## config.mk

```make
export PLATFORM = sky130hd
export DESIGN_NAME = alu_op_sequencer
export DESIGN_NICKNAME = d
export VERILOG_FILES = /design/src/rtl/alu_op_sequencer.sv
export SDC_FILE = /design/constraint.sdc
export NUM_CORES = 1
export LEC_CHECK = 0
export ABC_AREA = 0
export CAP_MARGIN = 20
export CORE_MARGIN = 1.5
export CORE_UTILIZATION = 30
export CTS_CLUSTER_DIAMETER = 100
export DETAILED_ROUTE_END_ITERATION = 8
export MAX_ROUTING_LAYER = met4
export PLACE_DENSITY = 0.6
export RECOVER_POWER = 100
export SYNTH_ARGS = -nofsm -noshare
export SYNTH_HDL_FRONTEND = slang
export SYNTH_SLANG_ARGS = --single-unit
```

## constraint.sdc

```tcl
create_clock -name clk -period 7.9 [get_ports clk]
set_input_delay 0.79 -clock clk [delete_from_list [all_inputs] [get_ports clk]]
set_output_delay 0.79 -clock clk [all_outputs]
set_load 0.01 [all_outputs]
```

## src/rtl/alu_op_sequencer.sv

```systemverilog
// alu_op_sequencer
// Issue-side controller for the execute-stage ALU. It takes one operation per
// request from decode, drives the ALU operand/opcode/shift/cycle-count inputs
// from registers, and captures the ALU result and flags into a held status word.
// A one-cycle done pulse marks each completion.
//
// Optional feature macro: ALU_SEQ_ACCUM_EN
//   defined   : ACCUMBYTES runs over ACCUM_STEPS ALU cycles. Each cycle's result
//               is fed back as the next A operand.
//   undefined : the ACC state does not exist. ACCUMBYTES is issued like any
//               single-cycle op, so the result holds only the stage-0 partial sums.
module alu_op_sequencer #(
  parameter int ACCUM_STEPS = 4
) (
  input  logic        clk,
  input  logic        rst,
  input  logic        controlInSeqStart,
  input  logic        controlInSeqFlush,
  input  logic [4:0]  controlInSeqOp,
  input  logic [1:0]  controlInSeqShiftDir,
  input  logic        controlInSeqSetFlags,
  input  logic [39:0] dataInSeqA,
  input  logic [39:0] dataInSeqB,
  output logic [39:0] dataOutSeqAluA,
  output logic [39:0] dataOutSeqAluB,
  output logic [4:0]  controlOutSeqAluOp,
  output logic [1:0]  controlOutSeqAluShiftDir,
  output logic [2:0]  controlOutSeqAluCycleCnt,
  input  logic [39:0] dataInSeqAluResult,
  input  logic        controlInSeqAluZ,
  input  logic        controlInSeqAluC,
  input  logic        controlInSeqAluV,
  input  logic        controlInSeqAluN,
  output logic [39:0] dataOutSeqResult,
  output logic [3:0]  controlOutSeqFlags,
  output logic        controlOutSeqBusy,
  output logic        controlOutSeqDone
);

  // Opcode shared with the decode stage's opcode table
  localparam logic [4:0] OpAccumBytes = 5'h0C;
  // Cycle-count value on the final ACCUMBYTES step
  localparam logic [2:0] LastCnt = 3'(ACCUM_STEPS - 1);

  typedef enum logic [1:0] {
    IDLE  = 2'd0,
    ISSUE = 2'd1,
`ifdef ALU_SEQ_ACCUM_EN
    ACC   = 2'd2,
`endif
    DONE  = 2'd3
  } seqState_t;

  seqState_t state;
  seqState_t nextState;

  logic acceptReq;
  logic captureEn;
  logic accAdvance;
  logic setFlagsReg;

  // State register; reset abandons any operation in flight
  always_ff @(posedge clk or posedge rst) begin
    if (rst) begin
      state <= IDLE;
    end else begin
      state <= nextState;
    end
  end

  // Next-state logic. Flush beats everything, including a simultaneous start.
  always_comb begin
    nextState  = state;
    acceptReq  = 1'b0;
    captureEn  = 1'b0;
    accAdvance = 1'b0;
    case (state)
      IDLE, DONE: begin
        nextState = IDLE;
        if (!controlInSeqFlush && controlInSeqStart) begin
          acceptReq = 1'b1;
`ifdef ALU_SEQ_ACCUM_EN
          nextState = (controlInSeqOp == OpAccumBytes) ? ACC : ISSUE;
`else
          nextState = ISSUE;
`endif
        end
      end
      ISSUE: begin
        if (controlInSeqFlush) begin
          nextState = IDLE;
        end else begin
          captureEn = 1'b1;
          nextState = DONE;
        end
      end
`ifdef ALU_SEQ_ACCUM_EN
      ACC: begin
        if (controlInSeqFlush) begin
          nextState = IDLE;
        end else if (controlOutSeqAluCycleCnt == LastCnt) begin
          captureEn = 1'b1;
          nextState = DONE;
        end else begin
          accAdvance = 1'b1;
        end
      end
`endif
      default: nextState = IDLE;
    endcase
  end

  // ALU-facing registers: load on accept, feed back on each ACC step, else hold
  // (the cycle count drops back to zero whenever no ACC step follows)
  always_ff @(posedge clk or posedge rst) begin
    if (rst) begin
      dataOutSeqAluA           <= '0;
      dataOutSeqAluB           <= '0;
      controlOutSeqAluOp       <= '0;
      controlOutSeqAluShiftDir <= '0;
      controlOutSeqAluCycleCnt <= '0;
      setFlagsReg              <= 1'b0;
    end else if (acceptReq) begin
      dataOutSeqAluA           <= dataInSeqA;
      dataOutSeqAluB           <= dataInSeqB;
      controlOutSeqAluOp       <= controlInSeqOp;
      controlOutSeqAluShiftDir <= controlInSeqShiftDir;
      controlOutSeqAluCycleCnt <= '0;
      setFlagsReg              <= controlInSeqSetFlags;
    end else if (accAdvance && controlOutSeqAluCycleCnt != LastCnt) begin
      dataOutSeqAluA           <= dataInSeqAluResult;
      dataOutSeqAluB           <= '0;
      controlOutSeqAluCycleCnt <= controlOutSeqAluCycleCnt + 3'd1;
    end else begin
      controlOutSeqAluCycleCnt <= '0;
    end
  end

  // Status capture: the result always updates, but flags update only on request
  always_ff @(posedge clk or posedge rst) begin
    if (rst) begin
      dataOutSeqResult   <= '0;
      controlOutSeqFlags <= '0;
    end else if (captureEn) begin
      dataOutSeqResult <= dataInSeqAluResult;
      if (setFlagsReg) begin
        controlOutSeqFlags <= {controlInSeqAluN, controlInSeqAluZ,
                               controlInSeqAluC, controlInSeqAluV};
      end
    end
  end

  // Busy covers the cycles that drive the ALU, and done is the cycle after capture
  always_comb begin
    controlOutSeqBusy = (state == ISSUE)
`ifdef ALU_SEQ_ACCUM_EN
                        || (state == ACC)
`endif
                        ;
    controlOutSeqDone = (state == DONE);
  end

endmodule

```

**Word level (Yosys, flattened, before mapping)**

Index checks and enable logic that the tools add are counted.
Widths: inputs -> output; s select.

- Register bits after elaboration: 134
- Latch bits: 0
- RAM bits: 0
- Memory bits (read-only): 0
- Output and inout port bits: 136
- Memories kept: 0

- Add/sub/neg operators: 0
- Multipliers: 0
- Divide/modulo/power cells: 0
- Order comparisons: 0
- Eq/ne operators: 2
- Shift-type cells: 0
- Muxes and demuxes: 7
- Bitwise operators: 0
- Reductions and logical operators: 5

Operators with widths:

| cell | number |
|---|---|
| $mux 1 | 5 |
| $pmux 2 s2 | 1 |
| $eq 2x1->1 const B | 1 |
| $eq 2x2->1 const B | 1 |
| $logic_not 2->1 | 1 |
| $mux 2 | 1 |
| $reduce_and 2->1 | 1 |
| $reduce_or 2->1 | 1 |
| $logic_and 1x1->1 | 1 |
| $logic_not 1->1 | 1 |

**Depth between registers and ports, before layout**

- Word-level depth: 4
- Depth in mapped cells: 6

**Least setup slack after synthesis**

No wires, ideal clock.

- Path type: input to register
- Start: input port controlInSeqFlush
- End: register dataOutSeqAluB[10]
- Data arrival time: 1.531 ns
- Data required time: 7.775 ns
- Setup slack: 6.244 ns
- Stages: 4
- Cell sequence: nand3b_4 buf_6 buf_6 mux2_4

- Cells in the longest elaborated chain, start to end: 4

Ends and longest elaborated chain:

| what | RTL line | text |
|---|---|---|
| from (decl) | 18 | `input logic controlInSeqFlush,` |
| $logic_not 1->1 | 80 | `if (!controlInSeqFlush && controlInSeqStart) begin` |
| $logic_and 1x1->1 | 80 |  |
| $mux 1 | 80 |  |
| $mux 1 | 77 | `case (state)` |
| to (signal assigned) | 125 | `dataOutSeqAluB <= dataInSeqB;` |
| to (decl) | 25 | `output logic [39:0] dataOutSeqAluB,` |

No other way between the ends.
A chain may end at the register's enable or synchronous reset.

**Worst setup path in the final report**

- Start: input port controlInSeqFlush
- End: register dataOutSeqAluB[29]

Same word-level chain as after synthesis.

==> flow_metrics.env <==
export IMPL_globalRouteMet1Util=0.181
export IMPL_power_switching_mw=0.704
export IMPL_syn_area_mm2=0.00512
export IMPL_portBuffers=268
export IMPL_avgSynthCellArea_um2=17.4
export IMPL_rsz0062_at_grt="no"
export IMPL_viasPerCell=4.35
export IMPL_power_mw=2.68
export IMPL_multiInputGateArea_mm2=0.00157
export IMPL_r2r_end="dataOutSeqAluB[29]$_DFFE_PP0P_"
export IMPL_holdBufCountCts=0
export IMPL_drtPass1Iterations=4
export IMPL_fillers=1427
export IMPL_cts_max_level=4
export IMPL_gr_max_usage_layer="met2"
export IMPL_path_class="primary input to flop"
export IMPL_endpoint_kind="flop"
export IMPL_cap_violations=3
export IMPL_slew_viol_final=148
export IMPL_violations="capacitance limit, slew limit"
export IMPL_use_met3=0.0559
export IMPL_crit_start="controlInSeqFlush"
export IMPL_finalSetupViolCount=0
export IMPL_grt_max_degree=70
export IMPL_postRouteAntennaNets=0
export IMPL_powerDensity_mw_per_mm2=314
export IMPL_cp_required_ns=8.19
export IMPL_cts_buffer_depth=2
export IMPL_post_cts_resized=0
export IMPL_p_leak_nw=3.60
export IMPL_cts_buffers=17
export IMPL_path_clk_slew_ns=0.05
export IMPL_worst_ep_arrival_time_ns=4.05
export IMPL_io_pins=272
export IMPL_synthToLayoutAreaGrowth_pct=66.7
export IMPL_crit_fanout=50
export IMPL_worstHoldEndpoint="dataOutSeqAluB[7]$_DFFE_PP0P_"
export IMPL_die_height_um=134
export IMPL_ys_warnings_count=0
export IMPL_num_nets_final=709
export IMPL_ir_drop_uv=143
export IMPL_final_hold_viol_count=0
export IMPL_track_usage=0.157
export IMPL_power_frac_clock=0.309
export IMPL_drt_total_wl_um=12900
export IMPL_core_area_mm2=0.0166
export IMPL_drt_iter0_drc=124
export IMPL_worstHoldStart="dataOutSeqAluB[7]$_DFFE_PP0P_"
export IMPL_synthDistinctLibCells=15
export IMPL_drc_errors=0
export IMPL_tightest_slew_ns=2.89
export IMPL_seq_power_share=0.379
export IMPL_cts_sinks=134
export IMPL_post_cts_setup_buffers=0
export IMPL_synth_seq_cells=134
export IMPL_vias=3497
export IMPL_worstReg2RegStart="state[0]$_DFF_PP0_"
export IMPL_hold_path_class="flop to flop"
export IMPL_crit_path_start_kind="primary input"
export IMPL_combPwrFrac=0.312
export IMPL_skew_ns=0.00414
export IMPL_die_area_mm2=0.0179
export IMPL_reg2regPathDepth=5
export IMPL_gr_usage_met2=0.245
export IMPL_drive_above_1_share=0.249
export IMPL_slew_limit_headroom=-0.940
export IMPL_start_util=0.308
export IMPL_status="complete, but fails checks"
export IMPL_seq_area_mm2=0.00335
export IMPL_fin_crit_ns=3.76
export IMPL_synthCells=295
export IMPL_fmax_mhz=266
export IMPL_antenna_diode_count=0
export IMPL_hold_slack_ns=0.486
export IMPL_grt_pass1_vias=3879
export IMPL_wl_per_cell_um=16.1
export IMPL_grt_overflow=0
export IMPL_holdPathStages=1
export IMPL_grt_first_pass_wirelength_um=20700
export IMPL_rows=47
export IMPL_post_route_util=0.513
export IMPL_dp_cells=771
export IMPL_fin_cells=803
export IMPL_rrSetupSlack_ns=4.49
export IMPL_clk_latency_ns=0.41
export IMPL_cts_root_buf="clkbuf_16"
export IMPL_yosysSeqAreaShare=0.654
export IMPL_swShare=0.263
export IMPL_p_int_mw=1.98
export IMPL_die_x_um=134
export IMPL_antenna_found_initial=0
export IMPL_place_congestion=0.782
export IMPL_cts_tree="built"
export IMPL_tns_ns=0
export IMPL_dp_hpwl_um=9430
export IMPL_timing_final_crit_share=0.475
==> worst max-delay path by stage <==
stage	cells after the start	endpoint	slack (ns)
floorplan	1	controlOutSeqAluOp[0]$_DFFE_PP0P_	3.53
global placement	4	dataOutSeqAluB[27]$_DFFE_PP0P_	4.77
detailed placement	4	dataOutSeqAluB[36]$_DFFE_PP0P_	4.71
CTS	4	dataOutSeqAluA[32]$_DFFE_PP0P_	5.16
global route	3	dataOutSeqResult[35]$_DFFE_PP0N_	3.70
finish	4	dataOutSeqAluB[29]$_DFFE_PP0P_	4.14
==> cells by family after synthesis <==
kind of cell | count (synthesis) | share of synthesized area
multiplexers | 132 | 0.305
AND/OR/NAND/NOR | 5 | 0.00903
flip-flops | 134 | 0.654
adder cells (fa/ha/maj) | 3 | 0.00732
buffers and inverters | 19 | 0.0229
other | 1 | 0.000732
AO/OA/AOI/OAI | 1 | 0.000976
==> sequential cells by signal, summed over array words and instances (netlist names) <==
register	cells
state	2
controlOutSeqFlags	4
controlOutSeqAluOp	5
dataOutSeqResult	40
controlOutSeqAluShiftDir	2
dataOutSeqAluA	40
dataOutSeqAluB	40
setFlagsReg	1
==> worst max-delay path: stages <==
cell	delay [ns]
dlygate4sd3_1	0.59
nand3b_1	1.43
buf_4	0.86
mux2_2	0.35
==> routing by layer <==
layer	vias to the layer above	wire [um]	share of wire
li1	1588	-	-
met1	1702	5020	0.39
met2	181	6390	0.50
met3	26	1130	0.088
met4	0	359	0.028
met5	-	0	0
==> synth_stat cells <==
| cell type | n | share of area |
|---|---|---|
| dfrtp_1 | 134 | 0.65 |
| mux2_2 | 112 | 0.25 |
| mux2_4 | 20 | 0.059 |
| buf_2 | 10 | 0.0098 |
| buf_4 | 3 | 0.0044 |
| buf_6 | 3 | 0.0066 |
| ha_1 | 3 | 0.0073 |
| inv_1 | 3 | 0.0022 |
| a21oi_1 | 1 | 0.00098 |
| conb_1 | 1 | 0.00073 |
| nand2b_1 | 1 | 0.0012 |
| nand3b_1 | 1 | 0.0015 |
| nand3b_4 | 1 | 0.0039 |
| nor3_1 | 1 | 0.00098 |
| nor3b_1 | 1 | 0.0015 |
==> power by group through the flow <==
stage | Combinational, mW | Sequential [mW] | Clock, mW
floorplan | 0.268 | 1.14 | 0
global placement | 0.952 | 1.03 | 0
detailed placement | 0.960 | 1.04 | 0
CTS | 0.964 | 1.03 | 0.852
global route | 0.901 | 1.05 | 0.887
finish | 0.837 | 1.02 | 0.827
==> placed cells by master (no fill, tap or decap), types with 2 or more instances in the layout <==
cell,netlist,routed
nand3b_1,1,2
mux2_2,112,112
bufinv_16,0,3
clkinvlp_4,0,2
clkdlybuf4s50_1,0,133
clkbuf_1,0,2
clkbuf_16,0,17
clkinv_2,0,2
dfrtp_1,134,134
clkbuf_8,0,6
ha_1,3,3
inv_1,3,2
buf_4,3,2
conb_1,1,3
mux2_1,0,20
dlygate4sd3_1,0,135
==> metrics by stage <==
step | setup slack [ns] | cell area (um^2)
after floorplan | 3.53 | 5130
after global placement | 4.77 | 8010
after detailed placement | 4.71 | 8010
after CTS | 5.16 | 8640
after global routing | 3.70 | 8540
final | 4.14 | 8540
==> cell type report <==
cell class / instances / area share
Inverter: 3 / 0.00146
Multi-Input combinational cell: 144 / 0.184
Clock buffer: 25 / 0.0603
Sequential cell: 134 / 0.393
Timing Repair Buffer: 270 / 0.316
Clock inverter: 7 / 0.0135
Tap cell: 220 / 0.0322
Note: power is estimated with default switching activity, not from simulation.
